$ cat src/rtl/mac_input_skew_if.sv
// Row-vector input handshake for the MAC input skew buffer.
// The producer drives valid/data/last; the skew block answers with ready.
interface mac_input_skew_if #(
  parameter int DATA_SIZE = 8,
  parameter int MAC_WIDTH = 8
);
  logic                           in_valid;
  logic                           in_ready;
  logic [MAC_WIDTH*DATA_SIZE-1:0] in_data;
  logic                           in_last;

  modport master (output in_valid, output in_data, output in_last, input  in_ready);
  modport slave  (input  in_valid, input  in_data, input  in_last, output in_ready);
endinterface

$ cat src/rtl/mac_input_skew.sv
// Skews row vectors across MAC lanes: lane i is delayed by i cycles so the
// systolic array sees a diagonal wavefront. Also counts rows per tile.
module mac_input_skew #(
  parameter int DATA_SIZE = 8,
  parameter int MAC_WIDTH = 8
) (
  input  logic                           clock,
  input  logic                           reset,
  mac_input_skew_if.slave                in_if,
  output logic [MAC_WIDTH*DATA_SIZE-1:0] values_out,
  output logic [MAC_WIDTH-1:0]           lane_valid,
  output logic                           tile_done,
  output logic [15:0]                    tile_rows
);

  localparam int CNT_W = (MAC_WIDTH > 1) ? $clog2(MAC_WIDTH) : 1;

  typedef enum logic [1:0] {
    ST_IDLE   = 2'd0,
    ST_STREAM = 2'd1,
    ST_DRAIN  = 2'd2
  } state_t;

  state_t           state_q, state_d;
  logic [CNT_W-1:0] cnt_q, cnt_d;
  logic             done_q, done_d;
  logic [15:0]      row_cnt_q, row_cnt_d;
  logic [15:0]      tile_rows_q, tile_rows_d;
  logic             accept_s;

  assign in_if.in_ready = (state_q != ST_DRAIN);
  assign accept_s       = in_if.in_valid & (state_q != ST_DRAIN);

  // Per-lane shift chains; lane i holds i+1 stages so its tail lags by i edges.
  for (genvar i = 0; i < MAC_WIDTH; i++) begin : g_lane
    logic [DATA_SIZE-1:0] dat_q [0:i];
    logic [i:0]           vld_q;

    // Shift every edge; a non-accept cycle injects a zero bubble.
    always_ff @(posedge clock or negedge reset) begin
      if (!reset) begin
        for (int j = 0; j <= i; j++) begin
          dat_q[j] <= '0;
        end
        vld_q <= '0;
      end else begin
        dat_q[0] <= accept_s ? in_if.in_data[i*DATA_SIZE +: DATA_SIZE] : '0;
        vld_q[0] <= accept_s;
        for (int j = 1; j <= i; j++) begin
          dat_q[j] <= dat_q[j-1];
          vld_q[j] <= vld_q[j-1];
        end
      end
    end

    assign values_out[i*DATA_SIZE +: DATA_SIZE] = dat_q[i];
    assign lane_valid[i]                        = vld_q[i];
  end

  // Next-state, drain countdown, done pulse and per-tile row accounting.
  always_comb begin
    state_d     = state_q;
    cnt_d       = cnt_q;
    done_d      = 1'b0;
    row_cnt_d   = row_cnt_q;
    tile_rows_d = tile_rows_q;

    if (accept_s) begin
      if (in_if.in_last) begin
        tile_rows_d = row_cnt_q + 16'd1;
        row_cnt_d   = 16'd0;
      end else begin
        row_cnt_d   = row_cnt_q + 16'd1;
      end
    end else begin
      row_cnt_d = row_cnt_q;
    end

    case (state_q)
      ST_IDLE, ST_STREAM: begin
        if (accept_s) begin
          if (in_if.in_last) begin
            // A one-lane array has nothing left in flight after the accept edge.
            if (MAC_WIDTH == 1) begin
              state_d = ST_IDLE;
              done_d  = 1'b1;
            end else begin
              state_d = ST_DRAIN;
              cnt_d   = CNT_W'(MAC_WIDTH - 1);
            end
          end else begin
            state_d = ST_STREAM;
          end
        end else begin
          state_d = state_q;
        end
      end
      ST_DRAIN: begin
        if (cnt_q <= CNT_W'(1)) begin
          state_d = ST_IDLE;
          cnt_d   = '0;
          done_d  = 1'b1;
        end else begin
          cnt_d   = cnt_q - CNT_W'(1);
        end
      end
      default: begin
        state_d = ST_IDLE;
        cnt_d   = '0;
      end
    endcase
  end

  // Control state registers.
  always_ff @(posedge clock or negedge reset) begin
    if (!reset) begin
      state_q     <= ST_IDLE;
      cnt_q       <= '0;
      done_q      <= 1'b0;
      row_cnt_q   <= 16'd0;
      tile_rows_q <= 16'd0;
    end else begin
      state_q     <= state_d;
      cnt_q       <= cnt_d;
      done_q      <= done_d;
      row_cnt_q   <= row_cnt_d;
      tile_rows_q <= tile_rows_d;
    end
  end

  assign tile_done = done_q;
  assign tile_rows = tile_rows_q;

endmodule

$ cat src/flat_wrapper.sv
// flat-port wrapper written by rule: the top's interface ports become plain ports
module mac_input_skew_flat 
#(
  parameter int DATA_SIZE = 8,
  parameter int MAC_WIDTH = 8
)
  (clock, reset, values_out, lane_valid, tile_done, tile_rows, in_if_in_valid, in_if_in_data, in_if_in_last, in_if_in_ready);
  mac_input_skew_if #(.DATA_SIZE(DATA_SIZE), .MAC_WIDTH(MAC_WIDTH)) in_if_i ();
  input  logic clock;
  input  logic reset;
  output logic [MAC_WIDTH*DATA_SIZE-1:0] values_out;
  output logic [MAC_WIDTH-1:0] lane_valid;
  output logic tile_done;
  output logic [15:0] tile_rows;
  input wire logic [$bits(in_if_i.in_valid)-1:0] in_if_in_valid;
  input wire logic [$bits(in_if_i.in_data)-1:0] in_if_in_data;
  input wire logic [$bits(in_if_i.in_last)-1:0] in_if_in_last;
  output wire logic [$bits(in_if_i.in_ready)-1:0] in_if_in_ready;
  assign in_if_i.in_valid = in_if_in_valid;
  assign in_if_i.in_data = in_if_in_data;
  assign in_if_i.in_last = in_if_in_last;
  assign in_if_in_ready = in_if_i.in_ready;
  mac_input_skew #(.DATA_SIZE(DATA_SIZE), .MAC_WIDTH(MAC_WIDTH)) u_core (.clock(clock), .reset(reset), .in_if(in_if_i), .values_out(values_out), .lane_valid(lane_valid), .tile_done(tile_done), .tile_rows(tile_rows));
endmodule
$ cat config.mk
export PLATFORM = sky130hd
export DESIGN_NAME = mac_input_skew_flat
export DESIGN_NICKNAME = d
export VERILOG_FILES = /design/src/rtl/mac_input_skew_if.sv /design/src/rtl/mac_input_skew.sv /design/src/flat_wrapper.sv
export SDC_FILE = /design/constraint.sdc
export NUM_CORES = 1
export LEC_CHECK = 0
export CORE_ASPECT_RATIO = 0.5
export CORE_MARGIN = 2
export CORE_UTILIZATION = 45
export DETAILED_ROUTE_END_ITERATION = 8
export PLACE_DENSITY = 0.69
export SLEW_MARGIN = 0
export SYNTH_ARGS = -nofsm -noshare
export SYNTH_HDL_FRONTEND = slang
export SYNTH_SLANG_ARGS = --single-unit
$ cat constraint.sdc
create_clock -name clock -period 2.4 [get_ports clock]
set_input_delay 0.36 -clock clock [delete_from_list [all_inputs] [get_ports clock]]
set_output_delay 0.36 -clock clock [all_outputs]
set_load 0.03 [all_outputs]
==> metrics <==
post-route ant nets 0; hold_ws 0.308 ns; Yosys top cell area share around four fifths; Slew @ Worst Pin 0.573 ns; reg2reg setup slack approximately 0.5 ns; crit path launch u_core.state_q[1]$_DFFE_PN0P_; setup violators final 0; crit start category flip-flop; DRT iter0 DRCs roughly 290; syn nets 699; skew final 0.0124 ns; CTS H-tree lvls 1; Worst Setup Slack, final 0.322 ns; EDFF count, synth 0; # nets final a little over 800; vias in the first global route roughly 5000; Placed Cells about 1000; Layout area overhead 24.4%; Max Slew Vio Count 0; Hold Crit Depth 2; DRC 0; CP required ~2.0 ns; Worst path slowest cell dlygate4sd2_1; grt ovf 0; Leakage between 6 and 7 nW; FFs w/ async S/R, synth 100%; antenna violations before repair 0; global-route wire length before repair approximately 27000 um; hpwl dp around 10000 um; Tmin final 2.08 ns; Vias 4849; Final Cycle Share between 80% and 90%; Switch Pwr ~0.0033 W; total power ~0.013 W; reg2reg start u_core.state_q[1]$_DFFE_PN0P_; Core Region 22000 sq um; area leader, netlist dfrtp_1; RePlAce Congestion 0.823; highest ir drop seen on vdd around 0.5 mV; Synth Area per Inst about 16 sq um; largest net degree at the start of global routing 88; TritonCTS clock tree yes; CP Capture Type output pin; post-synthesis cell count approximately 630; critical-path cell list nand2b_2 -> dlygate4sd2_1; logic gate share of total power approximately an eighth; io pins 158; Non-Filler Instances between 1000 and 1500; WHS Endpoint u_core.g_lane[1].dat_q[14]$_DFF_PN0_; Critical Path AT around 1.7 ns; final setup TNS 0 ns; max_cap viols 0; cts bufs inserted 28; clock power share a little over a third; FMAX slightly below 0.5 GHz; Vias/cell approximately 4.6; Hold Crit Start in_if_in_valid; Skew-Pair Late Insertion Delay about 0.55 ns; Flop pwr share about half; CTS root buf clkbuf_16; share of cells above drive strength 1 around 8.6%; reg2reg path depth 5; I/O Buffers approximately 160; Seq cells post-synth 334; Hold Violations, Final 0; top cells by area, synth dfrtp_1, buf_4, and3_1; WL final about 16000 um; clock buffer depth 3; cell row count 38; outcome finished, final reports clean; Crit Path Max Fanout 18; Initial Util between 40 and 50%; die width 217 um; Synth Warn # 0; # fillers approximately 1700; pre-CTS WS about 0.30 ns; worst hold-check path type input pin to flip-flop; pwr/cell area 1030 nW/um^2; Synth Cell Area ~10000 sq um; ANT cells 0; drt pass-1 iters 4; Overall Global Routing Usage approximately 14%; switching portion of total power about a quarter; sequential area share after synthesis about four fifths; RR Endpoint u_core.row_cnt_q[5]$_DFFE_PN0N_; die area 24100 sq um; unrepaired setup endpoints after global routing no; die height 111 um; Max-slew headroom around three fifths; Post-synth top flop dfrtp_1; CP Class flip-flop to output pin; Cell Int Power just under 0.01 W; Clock transition at path regs around 0.06 ns; Clock Sinks 334; routed wire length per instance 15.3 um; post-synth cell types 44; CP max stage delay between 0.4 and 0.5 ns
[synthesized netlist by cell type, types with 2 or more instances]
master and number:
a31oi_1 2, nand2_1 23, a21o_1 2, inv_1 6, xor2_1 9, xnor2_1 4
dfrtp_1 334, and2_1 3, and3_1 65, nand3_1 12, nor4_1 2, ha_1 3
o21ai_0 23, a21oi_1 6, o31ai_1 5, o22ai_1 3, nor2_1 5, or3_1 2
nand2b_1 3, a211o_1 4, nor3_1 3, nor3b_1 6, nand4_1 6, buf_2 2
clkbuf_1 20, buf_4 57
[how the worst max path moves through the flow]
stage	to	slack, ns	cells past startpoint
floorplan	in_if_in_ready	0.76	4
global route	in_if_in_ready	0.22	2
global placement	u_core.row_cnt_q[11]$_DFFE_PN0N_	0.39	6
CTS	in_if_in_ready	0.28	2
detailed placement	u_core.row_cnt_q[11]$_DFFE_PN0N_	0.30	6
finish	in_if_in_ready	0.32	2
[sequential cells by signal, indices dropped and copies added (netlist names)]
signal,cells
u_core.g_lane.dat_q,232
u_core.values_out,56
u_core.row_cnt_q,16
u_core.tile_rows,16
u_core.g_lane.vld_q,8
u_core.cnt_q,3
u_core.state_q,2
u_core.tile_done,1
[final cells by class]
| type | instances | area (sq um) | share of cell area (%) |
|---|---|---|---|
| tap | 300 | 375 | 2.95 |
| clock inverter | 11 | 188 | 1.47 |
| clock buffer | 39 | 792 | 6.21 |
| timing repair buffer | 170 | 1720 | 13.5 |
| sequential | 334 | 8360 | 65.6 |
| inverter | 6 | 22.5 | 0.177 |
| multi-input combinational | 205 | 1290 | 10.1 |
[layer usage]
metal	global-route usage, %	vias to the layer above	part of all wire (%)
met3	3.73	27	5.3
met4	3.84	0	2.2
met5	0	-	0
li1	-	2255	-
met2	23.6	110	51
met1	18.4	2457	42
[cells in the final DEF, fill, tap and decap left out, drive strengths merged, types with 4 or more instances in the layout]
| master | instances |
|---|---|
| a211o | 4 |
| a21oi | 6 |
| and2 | 5 |
| and3 | 65 |
| buf | 14 |
| bufinv | 4 |
| clkbuf | 39 |
| clkdlybuf4s50 | 154 |
| clkinv | 4 |
| dfrtp | 334 |
| inv | 6 |
| nand2 | 23 |
| nand3 | 12 |
| nand4 | 8 |
| nor2 | 5 |
| nor3b | 6 |
| o21ai | 23 |
| o31ai | 5 |
| xnor2 | 4 |
| xor2 | 9 |
[timing repair]
action,CTS,global route
setup endpoints to repair,1,0
resized for setup,1,0
hold endpoints to repair,46,0
hold buffers,1,0
setup buffers,0,0
[stage by stage]
step / cell area, sq um / utilization [%]
6_report: 12700 / 57.9
4_1_cts: 12700 / 57.9
2_1_floorplan: 10200 / -
5_1_grt: 12700 / 57.9
3_5_place_dp: 11800 / 53.4
3_3_place_gp: 11800 / 53.4
[power groups by stage]
| stage | registers (W) | clock network, W | logic (W) |
|---|---|---|---|
| final | 0.00670 | 0.00470 | 0.00172 |
| after global routing | 0.00679 | 0.00511 | 0.00185 |
| after CTS | 0.00672 | 0.00486 | 0.00175 |
| after detailed placement | 0.00682 | 0 | 0.00175 |
| after global placement | 0.00677 | 0 | 0.00172 |
| after floorplan | 0.00686 | 0 | 0.000977 |
[cell families (layout without fill, tap and decap cells)]
family / after synthesis / in the layout / share of synthesized area (%)
AOI/OAI and AO/OA: 50 / 50 / 2.97
xor gates and xnor gates: 13 / 13 / 1.11
adders and majority gates: 3 / 3 / 0.367
buffers and inverters: 89 / 226 / 5.84
DFF: 334 / 334 / 81.6
muxes: 1 / 1 / 0.110
and+or+nand+nor: 138 / 138 / 8.00
[worst max-delay path: cells and delay by family, from the launching register on]
| kind | cells | cell delay (ns) |
|---|---|---|
| buffers and inverters | 1 | 0.45 |
| flip-flops | 1 | 0.43 |
| AND/OR/NAND/NOR | 1 | 0.29 |
(Power assumes the default switching activity.)
